### src/rtl/obstacle_spawner_multi.sv
// Obstacle slots that scroll left by `speed` on each running frame tick.
// A new obstacle spawns once the previously spawned one has crossed GEN_LINE.
module obstacle_spawner_multi #(
   parameter int NUM_SLOTS = 4,
   parameter int POS_W     = 9,
   parameter int TYPE_W    = 3,
   parameter int JIT_W     = 5,
   parameter int GEN_LINE  = 250,
   parameter int SPEED_W   = 3
) (
   input  logic                          clk,
   input  logic                          rst_n,
   input  logic                          tick,
   input  logic                          run,
   input  logic                          clear,
   input  logic [SPEED_W-1:0]            speed,
   input  logic [TYPE_W+JIT_W-1:0]       rng,
   output logic [NUM_SLOTS*POS_W-1:0]    obs_pos,
   output logic [NUM_SLOTS*TYPE_W-1:0]   obs_type,
   output logic [NUM_SLOTS-1:0]          obs_active,
   output logic                          spawn_pulse,
   output logic [$clog2(NUM_SLOTS)-1:0]  spawn_slot
);

   localparam int IDX_W = $clog2(NUM_SLOTS);
   localparam int RNG_W = TYPE_W + JIT_W;

   logic [POS_W-1:0]  pos_q  [NUM_SLOTS];
   logic [POS_W-1:0]  pos_d  [NUM_SLOTS];
   logic [TYPE_W-1:0] type_q [NUM_SLOTS];
   logic [TYPE_W-1:0] type_d [NUM_SLOTS];
   logic              gen_ok_q, gen_ok_d;
   logic [IDX_W-1:0]  last_idx_q, last_idx_d;
   logic [IDX_W-1:0]  spawn_slot_q, spawn_slot_d;
   logic              spawn_pulse_q, spawn_pulse_d;

   logic              free_found;
   logic [IDX_W-1:0]  free_idx;
   logic [POS_W-1:0]  speed_ext;
   logic [POS_W-1:0]  spawn_pos;

   assign speed_ext = {{(POS_W-SPEED_W){1'b0}}, speed};
   assign spawn_pos = {{(POS_W-JIT_W){1'b1}}, rng[JIT_W-1:0]};

   // Free slot search uses pre-update positions, so a slot emptied this tick waits a tick.
   always_comb begin
      free_found = 1'b0;
      free_idx   = '0;
      for (int i = 0; i < NUM_SLOTS; i++) begin
         if (!free_found && pos_q[i] == '0) begin
            free_found = 1'b1;
            free_idx   = IDX_W'(i);
         end
      end
   end

   always_comb begin
      pos_d         = pos_q;
      type_d        = type_q;
      gen_ok_d      = gen_ok_q;
      last_idx_d    = last_idx_q;
      spawn_slot_d  = spawn_slot_q;
      spawn_pulse_d = 1'b0;
      if (clear) begin
         for (int i = 0; i < NUM_SLOTS; i++) begin
            pos_d[i]  = '0;
            type_d[i] = '0;
         end
         gen_ok_d     = 1'b1;
         last_idx_d   = '0;
         spawn_slot_d = '0;
      end else if (tick && run) begin
         for (int i = 0; i < NUM_SLOTS; i++) begin
            if (pos_q[i] != '0) begin
               pos_d[i] = (pos_q[i] > speed_ext) ? pos_q[i] - speed_ext : '0;
            end
         end
         if (gen_ok_q && free_found) begin
            pos_d[free_idx]  = spawn_pos;
            type_d[free_idx] = rng[RNG_W-1:JIT_W];
            last_idx_d       = free_idx;
            gen_ok_d         = 1'b0;
            spawn_slot_d     = free_idx;
            spawn_pulse_d    = 1'b1;
         end else if (pos_q[last_idx_q] <= POS_W'(GEN_LINE)) begin
            // <= so that a fast obstacle jumping over the line still opens the gate
            gen_ok_d = 1'b1;
         end
      end
   end

   always_ff @(posedge clk) begin
      if (!rst_n) begin
         for (int i = 0; i < NUM_SLOTS; i++) begin
            pos_q[i]  <= '0;
            type_q[i] <= '0;
         end
         gen_ok_q      <= 1'b1;
         last_idx_q    <= '0;
         spawn_slot_q  <= '0;
         spawn_pulse_q <= 1'b0;
      end else begin
         pos_q         <= pos_d;
         type_q        <= type_d;
         gen_ok_q      <= gen_ok_d;
         last_idx_q    <= last_idx_d;
         spawn_slot_q  <= spawn_slot_d;
         spawn_pulse_q <= spawn_pulse_d;
      end
   end

   always_comb begin
      obs_pos    = '0;
      obs_type   = '0;
      obs_active = '0;
      for (int i = 0; i < NUM_SLOTS; i++) begin
         obs_pos[i*POS_W +: POS_W]    = pos_q[i];
         obs_type[i*TYPE_W +: TYPE_W] = type_q[i];
         obs_active[i]                = (pos_q[i] != '0);
      end
   end

   assign spawn_pulse = spawn_pulse_q;
   assign spawn_slot  = spawn_slot_q;

endmodule

### config.mk
export PLATFORM = sky130hd
export DESIGN_NAME = obstacle_spawner_multi
export DESIGN_NICKNAME = d
export VERILOG_FILES = /design/src/rtl/obstacle_spawner_multi.sv
export SDC_FILE = /design/constraint.sdc
export NUM_CORES = 1
export LEC_CHECK = 0
export CAP_MARGIN = 0
export CORE_MARGIN = 2
export CORE_UTILIZATION = 51
export CTS_CLUSTER_DIAMETER = 150
export DETAILED_ROUTE_END_ITERATION = 12
export HOLD_SLACK_MARGIN = 0.08
export PLACE_DENSITY_LB_ADDON = 0.2
export SYNTH_ARGS = -nofsm -noshare
export SYNTH_HDL_FRONTEND = slang
export SYNTH_SLANG_ARGS = --single-unit
### constraint.sdc
create_clock -name clk -period 2.5 [get_ports clk]
set_input_delay 0.5 -clock clk [delete_from_list [all_inputs] [get_ports clk]]
set_output_delay 0.5 -clock clk [all_outputs]
set_load 0.02 [all_outputs]
Word-level counts from Yosys, hierarchy flattened
Index checks and enable logic that the tools add are counted.
{"block": "op_classes", "addsub": 4, "magnitude_cmp": 8, "mux": 36, "n_bitwise": 4, "n_reduce_logical": 22}
{"operator": "9-bit 2-to-1 mux", "n": 19}
{"operator": "36-bit bitwise mux", "n": 1}
{"operator": "9-bit by 3-bit greater-than comparator with 1-bit output", "n": 4}
{"operator": "9-bit logical NOT", "n": 4}
{"operator": "36-bit 2-to-1 mux", "n": 1}
{"operator": "9-bit nonzero test", "n": 4}
{"operator": "9-bit by 3-bit subtractor with 9-bit output", "n": 4}
{"operator": "9-bit binary-select mux with 2-bit select", "n": 1}
{"operator": "9-bit demux with 2-bit select", "n": 1}
{"operator": "12-bit bitwise mux", "n": 1}
{"operator": "9-bit by 8-bit <= comparator with 1-bit output (second input constant)", "n": 1}
{"operator": "1-bit 2-to-1 mux", "n": 8}
{"operator": "3-bit demux with 2-bit select", "n": 1}
{"operator": "3-bit greater-or-equal comparator (second input constant)", "n": 2}
{"operator": "1-bit logical AND", "n": 6}
{"operator": "2-bit NOT with 3-bit output", "n": 2}
{"operator": "2-bit 2-to-1 mux", "n": 2}
{"operator": "2-bit AND reduction", "n": 2}
{"operator": "1-bit logical NOT", "n": 3}
{"operator": "3-bit by 1-bit < comparator with 1-bit output (second input constant)", "n": 1}
{"operator": "3-bit 2-to-1 mux", "n": 1}
{"operator": "3-bit OR reduction", "n": 1}
{"operator": "1-bit NOT", "n": 2}
{"operator": "2-bit nonzero test", "n": 1}
{"operator": "2-bit OR reduction", "n": 1}
{"block": "totals", "register_bits": 52, "output_inout_bits": 55, "wordCells": 85}

Longest topological paths before layout
Gate-level depths: netlist of run 1.
{"block": "depth", "ltp_word": 18, "mapped_depth": 10, "mapped_depth_nobuf": 10}

Worst setup path after synthesis of run 1
Ideal clock, no wire load.
{"block": "synth_timing", "path_type": "input -> register", "from": "input port speed[1]", "to": "register pos_q (netlist bit obs_pos[34])", "t_arrival_ps": 2216, "t_required_ps": 2430, "path_slack_ps": 214, "stages": 8, "path_buffers": 0, "path_cell_list": "inv_1 ha_1 nor2b_1 o21ai_0 nand3_1 or3_1 or3b_2 a21oi_1"}
{"block": "synth_via", "elab_chain_cells": 7, "elab_cells_between_ends": 8, "classes_between": "add/sub (1); order compare (1); mux (6)"}
{"element": "start, declared", "line_no": "16", "text": "input logic [SPEED_W-1:0] speed,"}
{"element": "9-bit by 3-bit subtractor with 9-bit output or 9-bit by 3-bit greater-than comparator with 1-bit output (tied branches)", "line_no": "75", "text": "pos_d[i] = (pos_q[i] > speed_ext) ? pos_q[i] - speed_ext : '0;"}
{"element": "9-bit 2-to-1 mux *", "line_no": "75"}
{"element": "9-bit 2-to-1 mux *", "line_no": "74", "text": "if (pos_q[i] != '0) begin"}
{"element": "9-bit 2-to-1 mux *", "line_no": "72", "text": "end else if (tick && run) begin"}
{"element": "9-bit 2-to-1 mux *", "line_no": "64", "text": "if (clear) begin"}
{"element": "36-bit bitwise mux", "line_no": "79", "text": "pos_d[free_idx] = spawn_pos;"}
{"element": "36-bit 2-to-1 mux *", "line_no": "78", "text": "if (gen_ok_q && free_found) begin"}
{"element": "end signal, assigned", "line_no": "103", "text": "pos_q <= pos_d;"}
{"element": "end, declared", "line_no": "28", "text": "logic [POS_W-1:0] pos_q [NUM_SLOTS];"}
Every way passes the cells marked *; elsewhere a longest branch is shown, timed or not. The select of a mux whose other input is x is not followed.
A chain may end at the register's enable or synchronous reset.

Worst setup path after layout of run 1
{"block": "layout_timing", "from": "input port speed[2]", "to": "register pos_q (netlist bit obs_pos[16])"}
Same word-level chain as after synthesis.

==> flow_summary.yaml, run 1 <==
routing:
  finalWirelength_um: 10740
  viasPerCell: 5.997
  postRouteAntennaNets: 0
  wl_per_cell_um: 17.66
  dr_total_vias: 3646
  drtIter0Drc: 226
  drc: 0
  dr.pass1.iters: 5
final_layout:
  fillers: 505
  area_delta_synth_final_pct: 42.12
  drive_above_1_share: 0.1921
  antenna_cells: 0
  final_cell_area_um2: 4623
  layout.nets: 562
yosys:
  synthFlopType: "dfxtp_1"
  ys_seq_area_frac: 0.3200
  synthCells: 409
  syn_avg_cell_area_um2: 7.954
  synth_nets: 441
  yosys_warnings: 0
  synth_edf_count: 0
  ys_async_sr_fraction: 0
  syn_area_um2: 3253
  yosys.cell_types.count: 66
  ys_ff_latch: 52
clock_tree:
  worstSkewPairLatency_ps: 320
  clockBufferDepth: 2
  h-tree-depth: 2
  cts_tree: "yes"
  cts_made_buffers: 5
  ctsRootBufferMaster: "clkbuf_8"
  path_clk_slew_ps: 110
  clock-sinks: 52
  cts-hold-fix-buffers: 0
placement:
  hpwlAfterDp_um: 7731
  place.gp.congestion: 0.9179
  io_buffer_count: 70
  place_area_um2: 4414
timing:
  finalCriticalPeriod_ps: 2445
  timing.final.max_slew_violations: 0
  clock_skew_ps: 11.64
  slew_headroom: 0.6084
  setup_viol: 0
  hold_viol: 0
  worstMarginPinSlew_ps: 580.1
  fin_crit_sh: 0.9778
  max_freq_mhz: 409.1
  finalSetupTns_ps: 0
floorplan:
  start_util: 0.5213
  core_um2: 6241
  fp.dieW_um: 83.87
  io_pins: 71
  die_area_um2: 7033
  die_h_um: 83.87
  row_count: 29
run_status:
  outcome: "completed"
grt:
  grt_pass1_wl_um: 17390
  overflow: 0
  grt_usage: 0.3044
  grt_max_degree: 30
  antenna_found_initial: 0
  grt_pass1_vias: 3527
pwr:
  leakagePower_nw: 1.756
  p_per_area_nw_per_um2: 491.0
  ir_drop_mv: 0.3044
run:
  max_cap_violations: 0
setup_path:
  cp_data_arrival_time_ps: 2690
  critical_path_class: "input pin to flop"
  critPathCaptureType: "flop"
  cp_max_fo: 4
  required_ps: 2750
  start_kind: "input pin"
hold_path:
  hold_class: "flop to flop"
logic make-up after synthesis:
group                    count (synthesis)  synth area share
AO/OA/AOI/OAI                          121            0.2277
flip-flops                              52            0.3200
adder cells (fa/ha/maj)                 16           0.07077
XOR/XNOR                                12           0.03231
multiplexers                             7           0.02192
AND/OR/NAND/NOR                        166            0.2746
buffers and inverters                   35           0.05269
flip-flops by register name (all words and copies together) (netlist names):
register     count
gen_ok_q         1
obs_pos         36
obs_type        12
spawn_pulse      1
spawn_slot       2
per-stage QoR:
step	std cells	setup WS, ps	util	power, W	hold WS, ps
final	608	55.39	0.7408	0.002270	464.4
after global routing	608	-86.49	0.7408	0.002358	480.8
after CTS	608	7.162	0.7259	0.002231	462.6
after detailed placement	599	-390.2	0.7073	0.001637	449.2
after global placement	599	-352.2	0.7073	0.001624	440.8
after floorplan	409	214.0	-	0.001320	530.0
cells in the final DEF (no fill, tap or decap), drive strengths merged, types with 5 or more instances in the layout:
cell,instances
o21ai,27
a31oi,7
nand3,13
a21oi,46
or3,9
a22oi,9
inv,20
mux2i,6
clkbuf,5
clkdlybuf4s50,67
ha,12
nor2b,6
xnor2,8
or4,6
dfxtp,52
nor3,14
nor4,6
nor2,40
buf,59
or2,5
nand2,46
timing repair:
action                                  in CTS  in global routing
gates resized for setup                      3                 18
gates cloned                                 0                  0
hold endpoints to repair                     0                  0
pin swaps                                    1                  4
endpoints found under the setup margin       4                 28
setup buffers                                1                  0
per-layer routing:
layer | share of wire | global-route usage
met4 | 0.023 | 0.1026
met3 | 0.069 | 0.04154
met5 | 0 | 0
met1 | 0.43 | 0.4041
met2 | 0.48 | 0.5098
power by group:
group	switching (W)	internal, W	total, W
sequential	0.0000384	0.000854	0.000893
clock	0.000311	0.000297	0.000608
combinational	0.000414	0.000355	0.000769
final cells by class:
class	instances	area (um2)	share of cell area
Clock buffer	5	68.82	0.01488
Clock inverter	3	42.54	0.009202
Inverter	20	75.07	0.01624
Multi-Input combinational cell	322	2131	0.4609
Sequential cell	52	1041	0.2252
Tap cell	77	96.34	0.02084
Timing Repair Buffer	129	1169	0.2528
final timing paths:
check                    from  slack [ps]  cells after the start          end
setup / recovery     speed[2]          60                     10  obs_pos[16]
setup reg to reg  obs_pos[28]         310                      7  obs_pos[34]
hold / removal    obs_type[9]         460                      2  obs_type[9]
hold reg to reg   obs_type[9]         460                      2  obs_type[9]
critical path, cell delays in order:
cell	delay, ps
clkdlybuf4s50_1	460
inv_1	130
buf_4	170
ha_1	240
nand4bb_4	260
a31oi_2	260
nor4bb_4	350
xor2_1	170
nand2_1	80
o21ai_0	70
cell usage after synthesis, drive strengths merged (3+ instances only):
master | count | share of area
dfxtp | 52 | 0.32
a21oi | 46 | 0.071
nand2 | 46 | 0.056
nor2 | 40 | 0.048
o21ai | 27 | 0.042
inv | 20 | 0.023
nor3 | 14 | 0.030
nand3 | 13 | 0.020
ha | 12 | 0.046
a22oi | 9 | 0.021
or3 | 9 | 0.018
clkbuf | 8 | 0.012
xnor2 | 8 | 0.022
a31oi | 7 | 0.013
mux2i | 6 | 0.018
nor2b | 6 | 0.012
nor4 | 6 | 0.018
or4 | 6 | 0.015
or2 | 5 | 0.0096
a211oi | 4 | 0.0092
a221oi | 4 | 0.011
a2bb2oi | 4 | 0.011
and2 | 4 | 0.0081
buf | 4 | 0.0085
fa | 4 | 0.025
nor3b | 4 | 0.0092
o21a | 4 | 0.0092
o31ai | 4 | 0.0092
xor2 | 4 | 0.011
o311ai | 3 | 0.0081
(Power assumes the default switching activity.)
==> run 2, diff against run 1 <==
- CORE_ASPECT_RATIO: not set -> 0.9
- RECOVER_POWER: not set -> 25
- SLEW_MARGIN: not set -> 20
==> run 2 against run 1 <==
Fmax is 0.51% higher. Critical path type unchanged. Non-clock buffer count is 8 lower. Worst hold slack better by 3.8 ps. Flip-flop and latch count stayed put. Register-to-register slack worse by 80 ps. Setup slack better by 12 ps. Cell area is 3.2% lower. Clock skew is 7.1 ps lower. Utilization is 1.3 points lower. Critical endpoint is now obs_pos[28]. Combinational power is 3.3% lower. First-iteration DRC count is 92% higher. Largest cell class unchanged. Sequential share of layout area is 0.75 points higher.
==> flow_summary.yaml, run 2 (synthesized netlist as in run 1, its figures left out) <==
hold_path:
  hold_start: "obs_type[11]"
  holdPathStages: 2
  hold_class: "flop to flop"
  min_to: "obs_type[11]"
grt:
  grt_max_degree: 30
  grt_use_met3: 0.04860
  antenna_found_initial: 0
  grt_pass1_vias: 3460
  grt_usage: 0.3081
  met2_usage: 0.4797
  met1_usage: 0.4395
  grt_pass1_wl_um: 16920
  overflow: 0
  top_usage_layer: "met2"
clock_tree:
  cts_tree: "yes"
  cts_made_buffers: 5
  h-tree-depth: 2
  path_clk_slew_ps: 90
  cts-hold-fix-buffers: 0
  clockBufferDepth: 2
  worstSkewPairLatency_ps: 310
  ctsRootBufferMaster: "clkbuf_8"
  clock-sinks: 52
placement:
  io_buffer_count: 70
  place.gp.congestion: 0.9222
  hpwlAfterDp_um: 7832
  dp_slack_ps: -447.2
timing:
  clock_skew_ps: 4.545
  setup_slack_ps: 67.87
  rsz0062_at_grt: "yes"
  setup_viol: 0
  fin_crit_sh: 0.9729
  slew_headroom: 0.6111
  worstMarginPinSlew_ps: 577.2
  max_freq_mhz: 411.2
  timing.final.max_slew_violations: 0
  hold_viol: 0
  finalCriticalPeriod_ps: 2432
setup_path:
  critical_path_class: "input pin to flop"
  reg2reg_to: "obs_pos[34]"
  cp_max_fo: 4
  r2r_cells: 7
  cp_data_arrival_time_ps: 2670
  start_kind: "input pin"
  reg2reg_slack_ps: 230
  required_ps: 2740
  critPathCaptureType: "flop"
  startpoint: "speed[2]"
  r2r-start: "obs_pos[28]"
final_layout:
  largest_reg_flops: 36
  antenna_cells: 0
  multi_input_area_um2: 2078
  fillers: 487
  layout.nets: 554
  final_common_cell: "dfxtp_1"
  drive_above_1_share: 0.1683
  fin_util: 0.7277
  register_area_um2: 1041
  final_cell_mix: "52 x dfxtp_1, 51 x buf_4, 46 x a21oi_1, 44 x nand2_1, 41 x clkdlybuf4s50_1"
  area_delta_synth_final_pct: 37.54
routing:
  postRouteAntennaNets: 0
  wl_per_cell_um: 17.55
  drc: 0
  dr_total_vias: 3743
  finalWirelength_um: 10710
  dr.pass1.iters: 5
  drtIter0Drc: 434
  viasPerCell: 6.136
floorplan:
  fp.dieW_um: 88.19
  row_count: 27
  io_pins: 71
  start_util: 0.5291
  core_um2: 6148
  die_h_um: 79.77
  die_area_um2: 7034
pwr:
  p_per_area_nw_per_um2: 479.7
  ir_drop_mv: 0.2574
  leakagePower_nw: 1.778
run_status:
  outcome: "completed"
run:
  max_cap_violations: 0
==> run 2: changes by cell type in the layout (fill, tap and decap cells not counted), moves of 3 or more <==
cell	before	now
a21oi_2	3	0
dlygate4sd3_1	0	25
buf_4	57	51
a21oi_1	43	46
clkdlybuf4s50_1	67	41
==> run 2: report_power, final <==
group / switching [W] / internal [W] / total, W
clock: 0.000289 / 0.000222 / 0.000511
sequential: 0.0000374 / 0.000854 / 0.000891
combinational: 0.000411 / 0.000333 / 0.000744
total: 0.000738 / 0.00141 / 0.00215
==> run 2: worst max-delay path, cell delays in order <==
cell             delay, ps
clkdlybuf4s50_1        460
inv_1                  120
ha_1                   380
o21a_1                 150
o21ai_0                140
o21ai_0                520
a22oi_1                200
a21oi_1                200
==> run 2: per-layer routing <==
layer,up-vias,wire [um]
met4,0,189
met5,-,0
met2,224,4891
li1,1710,-
met1,1779,4549
met3,30,1075
==> run 2: how the worst max path moves through the flow <==
stage                                to  slack (ps)  depth (start not counted)
final                       obs_pos[28]          70                          8
after floorplan             obs_pos[34]         210                          8
after global placement      obs_pos[34]        -270                          9
after CTS                 obs_active[2]          40                          4
after detailed placement     obs_pos[3]        -450                         11
after global routing        obs_pos[34]         -10                          8
==> run 2: layout make-up <==
type	instances	area share
timing repair buffer	121	0.2411
clock inverter	2	0.002237
inverter	20	0.01678
clock buffer	6	0.01846
tap	87	0.02433
sequential	52	0.2327
multi-input combinational	322	0.4645
==> run 2: timing repair <==
action / 4_1_cts / 5_1_grt
hold endpoints to repair: 0 / 0
gates resized for setup: 6 / 8
pin swaps: 3 / 0
cloned: 0 / 0
buffers inserted: 1 / 0
setup endpoints to repair: 9 / 12
==> run 2: stage by stage <==
| step | total power [W] | hold slack, ps | TNS, ps | area, um2 | instances |
|---|---|---|---|---|---|
| finish | 0.002146 | 468.3 | 0 | 4474 | 610 |
| global route | 0.002239 | 478.2 | -14.05 | 4474 | 610 |
| CTS | 0.002130 | 467.7 | 0 | 4451 | 610 |
| detailed placement | 0.001629 | 454.7 | -7569 | 4342 | 601 |
| global placement | 0.001607 | 444.6 | -4442 | 4342 | 601 |
| floorplan | 0.001320 | 530.0 | 0 | 3253 | 409 |
